$ cat src/rtl/root_pkg.sv
// Shared constants and state encoding for the Root engine scheduler.
// Results are unsigned Q10.10 and are passed through unmodified.
package root_pkg;

   localparam int INT_W        = 10;
   localparam int FRAC_W       = 10;
   localparam int RES_W        = INT_W + FRAC_W;
   localparam int ORD_W        = 3;
   localparam int FLUSH_CYCLES = 2;

   typedef enum logic [2:0] {
      S_IDLE,
      S_ISSUE,
      S_WAIT,
      S_RESP,
      S_FLUSH
   } sched_state_t;

endpackage

$ cat src/rtl/rr_arbiter.sv
// Combinational round-robin arbiter: picks the first valid request strictly
// after the pointer, wrapping, and returns it one-hot and encoded.
module rr_arbiter #(
   parameter int N_REQ = 4,
   parameter int ID_W  = 2
) (
   input  logic [N_REQ-1:0] req,
   input  logic [ID_W-1:0]  ptr,
   output logic [N_REQ-1:0] grant,
   output logic [ID_W-1:0]  idx,
   output logic             valid
);

   always_comb begin
      // NOTE: every output gets a default before the search loop, so no path
      // leaves one unassigned and no latch is inferred.
      grant = '0;
      idx   = '0;
      valid = 1'b0;
      for (int k = 1; k <= N_REQ; k++) begin
         if (!valid && req[(int'(ptr) + k) % N_REQ]) begin
            valid                             = 1'b1;
            grant[(int'(ptr) + k) % N_REQ]    = 1'b1;
            idx                               = ID_W'((int'(ptr) + k) % N_REQ);
         end
      end
   end

endmodule

$ cat src/rtl/root_scheduler.sv
// Shares one iterative Root engine between N_REQ requesters: round-robin grant,
// operand hold, engine issue, watchdog flush and ID-tagged response return.
module root_scheduler
   import root_pkg::*;
#(
   parameter int N_REQ   = 4,
   parameter int ID_W    = 2,
   parameter int TIMEOUT = 1023
) (
   input  logic                     clk,
   input  logic                     rst_n,
   input  logic [N_REQ-1:0]         req_valid,
   input  logic [INT_W*N_REQ-1:0]   req_data_1,
   input  logic [ORD_W*N_REQ-1:0]   req_data_2,
   output logic [N_REQ-1:0]         req_ready,
   output logic                     rsp_valid,
   input  logic                     rsp_ready,
   output logic [ID_W-1:0]          rsp_id,
   output logic [RES_W-1:0]         rsp_data,
   output logic                     rsp_err,
   output logic                     eng_rst_n,
   output logic                     eng_in_valid,
   output logic [INT_W-1:0]         eng_in_data_1,
   output logic [ORD_W-1:0]         eng_in_data_2,
   input  logic                     eng_out_valid,
   input  logic [RES_W-1:0]         eng_out_data,
   output logic                     busy
);

   localparam int WD_W = $clog2(TIMEOUT + 1);

   sched_state_t     state;
   logic [ID_W-1:0]  ptr;
   logic [INT_W-1:0] op_1;
   logic [ORD_W-1:0] op_2;
   logic [WD_W-1:0]  wd;
   logic [WD_W-1:0]  wd_inc;
   logic [1:0]       flush_cnt;

   logic [N_REQ-1:0] grant;
   logic [ID_W-1:0]  grant_idx;
   logic             grant_any;
   logic [INT_W-1:0] sel_1;
   logic [ORD_W-1:0] sel_2;

   rr_arbiter #(
      .N_REQ (N_REQ),
      .ID_W  (ID_W)
   ) u_arb (
      .req   (req_valid),
      .ptr   (ptr),
      .grant (grant),
      .idx   (grant_idx),
      .valid (grant_any)
   );

   assign sel_1         = req_data_1[int'(grant_idx)*INT_W +: INT_W];
   assign sel_2         = req_data_2[int'(grant_idx)*ORD_W +: ORD_W];
   // Grant is only offered while idle and out of reset, so capture happens on this edge.
   assign req_ready     = (state == S_IDLE && rst_n) ? grant : '0;
   assign eng_in_data_1 = op_1;
   assign eng_in_data_2 = op_2;
   // The timeout fires on the WAIT cycle that would bring the watchdog to TIMEOUT.
   assign wd_inc        = wd + WD_W'(1);

   always_ff @(posedge clk or negedge rst_n) begin
      if (!rst_n) begin
         state        <= S_IDLE;
         ptr          <= ID_W'(N_REQ - 1);
         op_1         <= '0;
         op_2         <= '0;
         wd           <= '0;
         flush_cnt    <= '0;
         rsp_valid    <= 1'b0;
         rsp_id       <= '0;
         rsp_data     <= '0;
         rsp_err      <= 1'b0;
         eng_rst_n    <= 1'b0;
         eng_in_valid <= 1'b0;
         busy         <= 1'b0;
      end else begin
         // NOTE: non-blocking throughout, so every branch sees pre-edge values.
         eng_in_valid <= 1'b0;
         eng_rst_n    <= 1'b1;
         case (state)
            S_IDLE: begin
               if (grant_any) begin
                  op_1   <= sel_1;
                  op_2   <= sel_2;
                  rsp_id <= grant_idx;
                  ptr    <= grant_idx;
                  busy   <= 1'b1;
                  if (sel_2 == '0) begin
                     rsp_err   <= 1'b1;
                     rsp_data  <= '0;
                     rsp_valid <= 1'b1;
                     state     <= S_RESP;
                  end else begin
                     eng_in_valid <= 1'b1;
                     state        <= S_ISSUE;
                  end
               end
            end
            S_ISSUE: begin
               wd    <= '0;
               state <= S_WAIT;
            end
            S_WAIT: begin
               if (eng_out_valid) begin
                  rsp_data  <= eng_out_data;
                  rsp_err   <= 1'b0;
                  rsp_valid <= 1'b1;
                  state     <= S_RESP;
               end else if (wd_inc == WD_W'(TIMEOUT)) begin
                  rsp_data  <= '0;
                  rsp_err   <= 1'b1;
                  flush_cnt <= '0;
                  eng_rst_n <= 1'b0;
                  state     <= S_FLUSH;
               end else begin
                  wd <= wd_inc;
               end
            end
            S_FLUSH: begin
               if (flush_cnt == 2'(FLUSH_CYCLES - 1)) begin
                  rsp_valid <= 1'b1;
                  state     <= S_RESP;
               end else begin
                  eng_rst_n <= 1'b0;
                  flush_cnt <= flush_cnt + 2'd1;
               end
            end
            S_RESP: begin
               if (rsp_ready) begin
                  rsp_valid <= 1'b0;
                  busy      <= 1'b0;
                  state     <= S_IDLE;
               end
            end
            default: state <= S_IDLE;
         endcase
      end
   end

endmodule
$ cat config.mk
export PLATFORM = sky130hd
export DESIGN_NAME = root_scheduler
export DESIGN_NICKNAME = d
export VERILOG_FILES = /design/src/rtl/root_pkg.sv /design/src/rtl/rr_arbiter.sv /design/src/rtl/root_scheduler.sv
export SDC_FILE = /design/constraint.sdc
export NUM_CORES = 1
export LEC_CHECK = 0
export BUFFER_PORTS_ARGS = -buffer_cell sky130_fd_sc_hd__buf_4
export CORE_MARGIN = 1
export CORE_UTILIZATION = 45
export CTS_CLUSTER_SIZE = 12
export DETAILED_ROUTE_END_ITERATION = 7
export PLACE_DENSITY = 0.84
export SLEW_MARGIN = 40
export SYNTH_ARGS = -nofsm -noshare
export SYNTH_HDL_FRONTEND = slang
export SYNTH_SLANG_ARGS = --single-unit
$ cat constraint.sdc
create_clock -name clk -period 2.7 [get_ports clk]
set_input_delay 0 -clock clk [delete_from_list [all_inputs] [get_ports clk]]
set_output_delay 0 -clock clk [all_outputs]
set_load 0.02 [all_outputs]
==> flow_metrics.tcl, run 1 <==
set metrics [dict create \
    status "complete, no violations" \
    fin_crit_sh 0.960 \
    setup_violations 0 \
    power_w 0.00535 \
    dp_slack_ps 45.9 \
    h-tree-depth 3 \
    crit_slowest_cell "dfstp_2" \
    finalCriticalPeriod_ps 2590 \
    io_pins 124 \
    async_reset_ff_frac 1.00 \
    cts_max_path_buffers 2 \
    power_density_nw_per_um2 1070 \
    worstPathArrival_ps 2860 \
    gp_congestion 0.850 \
    num_rows 31 \
    fp.coreArea_um2 7290 \
    antenna_found_initial 0 \
    max_freq_mhz 386 \
    maxSlewHeadroom 0.535 \
    cp_max_fo 10 \
    placed_cell_area_um2 4560 \
    wl_per_cell_um 16.1 \
    grt.total_usage 0.255 \
    worst_setup_path_end_kind "flip-flop" \
    final_layout_size_suffix_gt1_frac 0.373 \
    synthCells 362 \
    totalWireLength_mm 10.1 \
    grt_pass1_vias 3242 \
    finalNetCount 610 \
    crit_required_ps 2970 \
    dieArea_um2 7910 \
    grt-ovfl-total 0 \
    grt_max_degree 58 \
    syn2layout_area_growth_pct 46.9 \
    yosysWarnings 0 \
    synth_area_per_cell_um2 9.40 \
    die_x_um 89.0 \
    p_leak_nw 2.40 \
    start_util 0.467 \
    skew_ps 4.65 \
    finalHoldViolations 0 \
    viasPerCell 5.49 \
    syn_area_um2 3400 \
    timing.hold.ws_ps 50.5 \
    yosysUniqueCellTypes 51 \
    dp_hpwl_mm 6.72 \
    finalWorstSetupSlack_ps 107 \
    start_kind "flip-flop" \
    totalNegativeSetupSlack_ps 0 \
    root_buffer "clkbuf_8" \
    dieHeight_um 89.0 \
    ys_ff_latch 57 \
    cts_sinks 57 \
    path_clk_slew_ps 60 \
    drc 0 \
    dr.pass1.iters 4 \
    numCtsBuffers 9 \
    crit_chain "inv_1 > ha_4 > a21o_1 > o22ai_1 > o311a_4 > mux2_2 > a31oi_4 > a22o_1" \
    tritoncts "yes" \
    tightest_slew_ps 698 \
    drt-initial-drc-count 168 \
    synth_nets 451 \
    finalMaxSlewViolations 0 \
    setup.worst_path.class "reg2reg" \
    synth_edf_count 0 \
    antenna_cells 0 \
    final_area_um2 5000 \
    synth-main-ff-cell "dfrtp_1" \
    fillers 572 \
    seq_area_frac_synth 0.420 \
    slowest_delay_ps 550 \
    port_buffers 123 \
    hold_class "in2reg" \
    rsz0062_at_grt "false" \
    num_vias 3433 \
    ir_worst_vdd_uv 648 \
    grt_pass1_wl_mm 15.3 \
    clock_latency_ps 340 \
    max_cap_viol_count 0 \
    antenna_left 0 \
]
==> cell type report <==
| cell class | count | area (µm²) | share of cell area |
|---|---|---|---|
| Clock buffer | 12 | 135 | 0.0270 |
| Clock inverter | 4 | 20.0 | 0.00400 |
| Inverter | 9 | 33.8 | 0.00676 |
| Multi-Input combinational cell | 275 | 1930 | 0.387 |
| Sequential cell | 57 | 1430 | 0.286 |
| Tap cell | 99 | 124 | 0.0248 |
| Timing Repair Buffer | 169 | 1320 | 0.265 |
==> state kept, by name (all words and copies together), names as in the netlist <==
name	flops
eng_in_valid	1
busy	1
rsp_data	20
flush_cnt	2
rsp_err	1
eng_in_data_2	3
state	3
wd	10
ptr	2
eng_rst_n	1
rsp_id	2
rsp_valid	1
eng_in_data_1	10
==> final timing paths <==
path | endpoint | slack (ps) | depth (start not counted) | start
min in group asynchronous | rsp_data[14] | 420 | 3 | rst_n
max in group asynchronous | wd[0] | 1800 | 3 | rst_n
min | wd[9] | 50 | 4 | eng_out_valid
max reg2reg | rsp_data[0] | 110 | 8 | ptr[1]
min reg2reg | eng_in_data_1[1] | 480 | 2 | eng_in_data_1[1]
max | rsp_data[0] | 110 | 8 | ptr[1]
==> per-stage QoR <==
step,utilization,std cells
after CTS,0.676,624
after floorplan,-,362
after global routing,0.686,625
final,0.686,625
after detailed placement,0.625,586
after global placement,0.624,586
==> routing by layer <==
| metal | GRT usage | vias to the layer above | part of all wire | wire [µm] |
|---|---|---|---|---|
| li1 | - | 1638 | - | - |
| met1 | 0.310 | 1664 | 0.38 | 3850 |
| met2 | 0.448 | 117 | 0.54 | 5430 |
| met3 | 0.0406 | 14 | 0.058 | 586 |
| met4 | 0.114 | 0 | 0.019 | 190 |
| met5 | 0 | - | 0 | 0 |
==> synthesized netlist by cell type, types with 4 or more instances <==
master | count | area (µm²)
dfrtp_1 | 55 | 1380
nand2_1 | 50 | 188
o21ai_0 | 39 | 195
nor2_1 | 28 | 105
a22o_1 | 25 | 219
mux2i_1 | 22 | 220
a21oi_1 | 19 | 95.1
mux2_2 | 13 | 146
clkbuf_1 | 11 | 41.3
buf_2 | 9 | 45.0
ha_1 | 9 | 113
inv_1 | 9 | 33.8
nand2b_1 | 6 | 37.5
o22ai_1 | 6 | 37.5
o31ai_1 | 5 | 37.5
nand3_1 | 4 | 20.0
nor3_1 | 4 | 20.0
==> report_power, final <==
part / total [W] / internal, W / switching (W)
Combinational: 0.00326 / 0.00149 / 0.00177
Sequential: 0.00143 / 0.00118 / 0.000249
Clock: 0.000656 / 0.000327 / 0.000329
Total: 0.00535 / 0.00300 / 0.00234
==> what timing repair did <==
| item | CTS | global route |
|---|---|---|
| gates resized for setup | 0 | 11 |
| setup endpoints to repair | 0 | 34 |
| endpoints found under the hold margin | 76 | 0 |
| setup buffers | 0 | 0 |
| hold buffers | 22 | 0 |
==> cells by family (layout without fill, tap and decap cells) <==
kind of cell,Yosys count,after routing,synth area share
buf+inv,31,194,0.0419
mux,37,37,0.121
simple gates,109,109,0.146
compound gates,118,119,0.236
xor+xnor,1,1,0.00257
fa+ha+maj,9,9,0.0331
flops,57,57,0.420
==> layout by cell type (no fill, tap or decap), types with 2 or more instances in the layout <==
master           n
a21o_1           2
a21oi_1         19
a22o_1          25
a31oi_1          2
a31oi_4          2
and3_1           2
buf_4          147
clkbuf_1         3
clkbuf_8         9
clkinv_2         4
dfrtp_1         54
dfstp_2          2
dlygate4sd3_1   22
ha_1             7
inv_1            9
mux2_2          13
mux2i_1         21
mux4_2           2
nand2_1         50
nand2b_1         6
nand3_1          4
nand3b_1         2
nor2_1          28
nor2b_1          2
nor3_1           4
nor4_1           2
o21a_1           2
o21ai_0         39
o22ai_1          5
o31ai_1          5
o41ai_1          2
==> worst max-delay path: cells and delay by family, from the launching register on <==
family	cells	cell delay, ps
flip-flops	1	550
AO/OA/AOI/OAI	5	1230
buffers and inverters	1	80
adder cells (fa/ha/maj)	1	220
multiplexers	1	430
No activity file was read; power rests on OpenSTA's default activity.
==> run 2, diff against run 1 <==
--- a/config.mk
+++ b/config.mk
@@ -11,6 +11,7 @@
 export CTS_CLUSTER_SIZE = 12
 export DETAILED_ROUTE_END_ITERATION = 7
 export PLACE_DENSITY = 0.84
+export SETUP_SLACK_MARGIN = 0.4
 export SLEW_MARGIN = 40
 export SYNTH_ARGS = -nofsm -noshare
 export SYNTH_HDL_FRONTEND = slang
==> run 2 against run 1 <==
  * Critical path depth is 2 higher
  * Count of clock-buffer cells in the layout is 1 lower
  * Sequential share of layout area decreased by 2.7 points
==> flow_metrics.tcl, run 2 (synthesized netlist as in run 1, its figures left out) <==
set metrics [dict create \
    finalHoldViolations 0 \
    finalMaxSlewViolations 0 \
    totalWireLength_mm 14.0 \
    swShare 0.459 \
    h-tree-depth 3 \
    clock_latency_ps 370 \
    final_layout_size_suffix_gt1_frac 0.475 \
    viasPerCell 6.15 \
    antenna_left 0 \
    dieArea_um2 7910 \
    num_rows 31 \
    power_density_nw_per_um2 1200 \
    grt_pass1_vias 3888 \
    port_buffers 123 \
    io_pins 124 \
    reg2regPathDepth 10 \
    status "complete, no violations" \
    maxSlewHeadroom 0.587 \
    totalNegativeSetupSlack_ps 0 \
    worstPathArrival_ps 2960 \
    antenna_cells 0 \
    final_common_cell "buf_4" \
    final_area_um2 5540 \
    tightest_slew_ps 620 \
    numCtsBuffers 9 \
    setup.worst_path.class "reg2reg" \
    largest_register_ffs 20 \
    placed_cell_area_um2 4470 \
    grt_pass1_wl_mm 19.8 \
    dp_hpwl_mm 7.07 \
    dp_slack_ps -51.7 \
    ir_worst_vdd_uv 722 \
    cts_sinks 57 \
    fin_crit_sh 0.990 \
    max_cap_viol_count 0 \
    die_x_um 89.0 \
    setup_violations 0 \
    instances_no_fill 649 \
    cts_max_path_buffers 2 \
    tritoncts "yes" \
    p_int_w 0.00359 \
    dieHeight_um 89.0 \
    gp_congestion 0.886 \
    switching_power_w 0.00305 \
    start_kind "flip-flop" \
    holdPathStages 5 \
    root_buffer "clkbuf_8" \
    rsz0062_at_grt "true" \
    worst_setup_path_end_kind "flip-flop" \
    path_clk_slew_ps 90 \
    hold_class "in2reg" \
    cp_max_fo 7 \
    num_vias 3992 \
    antenna_found_initial 0 \
    dr.pass1.iters 5 \
    layout_common_cells "buf_4, dfrtp_1, nand2_1" \
    drt-initial-drc-count 415 \
    max_freq_mhz 374 \
    grt_max_degree 59 \
    wl_per_cell_um 21.6 \
    start_util 0.467 \
    finalCriticalPeriod_ps 2670 \
    fp.coreArea_um2 7290 \
    grt.total_usage 0.343 \
    comb_power_share 0.659 \
    syn2layout_area_growth_pct 62.9 \
    crit_required_ps 2990 \
    finalNetCount 634 \
    skew_ps 20.1 \
    grt-ovfl-total 0 \
    drc 0 \
    finalWorstSetupSlack_ps 28.0 \
    clkPwrFrac 0.114 \
    largest_register "rsp_data" \
    p_seq_frac 0.227 \
    p_leak_nw 2.61 \
    dp_cells 572 \
]
## run 2: cell types whose count changed in the layout (fill, tap and decap cells not counted), moves of 5 or more
cell and delta:
buf_6 +10, dfrtp_2 +5, mux2i_1 -5, o21ai_2 +7
dfrtp_1 -5, buf_4 +8, o21ai_1 +15, o21ai_0 -22
## run 2: metrics by stage
stage / hold slack (ps) / power, W / util
2_1_floorplan: -296 / 0.00353 / -
4_1_cts: 6.77 / 0.00589 / 0.726
3_3_place_gp: 97.0 / 0.00436 / 0.613
3_5_place_dp: 107 / 0.00449 / 0.613
5_1_grt: 25.4 / 0.00694 / 0.760
6_report: 18.2 / 0.00664 / 0.760
## run 2: worst paths after layout
check	to	from	slack, ps
worst max-delay path	rsp_data[7]	ptr[0]	30
worst min-delay path	eng_in_data_1[2]	req_data_1[2]	20
worst max register to register	rsp_data[7]	ptr[0]	30
worst min register to register	flush_cnt[1]	flush_cnt[1]	490
max in group asynchronous	ptr[1]	rst_n	2100
min in group asynchronous	rsp_data[1]	rst_n	30
## run 2: power groups by stage
stage,registers (W),clock network (W),logic [W]
after floorplan,0.00170,0,0.00183
after global placement,0.00144,0,0.00292
after detailed placement,0.00145,0,0.00304
after CTS,0.00146,0.000713,0.00372
after global routing,0.00154,0.000795,0.00461
final,0.00151,0.000756,0.00438
## run 2: area by class of cell
class / instances / area (µm²)
clock buffers: 11 / 141
inverters: 9 / 41.3
clock inverters: 5 / 31.3
flip-flops and latches: 57 / 1440
fillers: 455 / 1750
well taps: 99 / 124
repair buffers: 191 / 1590
multi-input cells: 277 / 2180
## run 2: what timing repair did
| action | 4_1_cts | 5_1_grt |
|---|---|---|
| hold endpoints to repair | 75 | 0 |
| pin swaps | 18 | 28 |
| gates cloned | 3 | 1 |
| endpoints found under the setup margin | 53 | 53 |
| gates resized for setup | 45 | 54 |
| hold buffers | 21 | 0 |
| setup buffers | 22 | 13 |
## run 2: worst max-delay path, stage by stage, from the launching register on
cell and delay, ps:
dfstp_2 620, buf_12 130, mux2i_4 250, a21oi_1 110, o22ai_2 180, buf_6 190, mux2i_4 290, mux2i_4 120
buf_6 150, a31oi_4 330, a22o_1 220
## run 2: routing by layer
metal  up-vias  GRT usage  part of all wire
met3       100     0.0979             0.084
met1      1887      0.373              0.34
met5         -          0                 0
li1       1695          -                 -
met4         0      0.232             0.076
met2       310      0.585              0.50
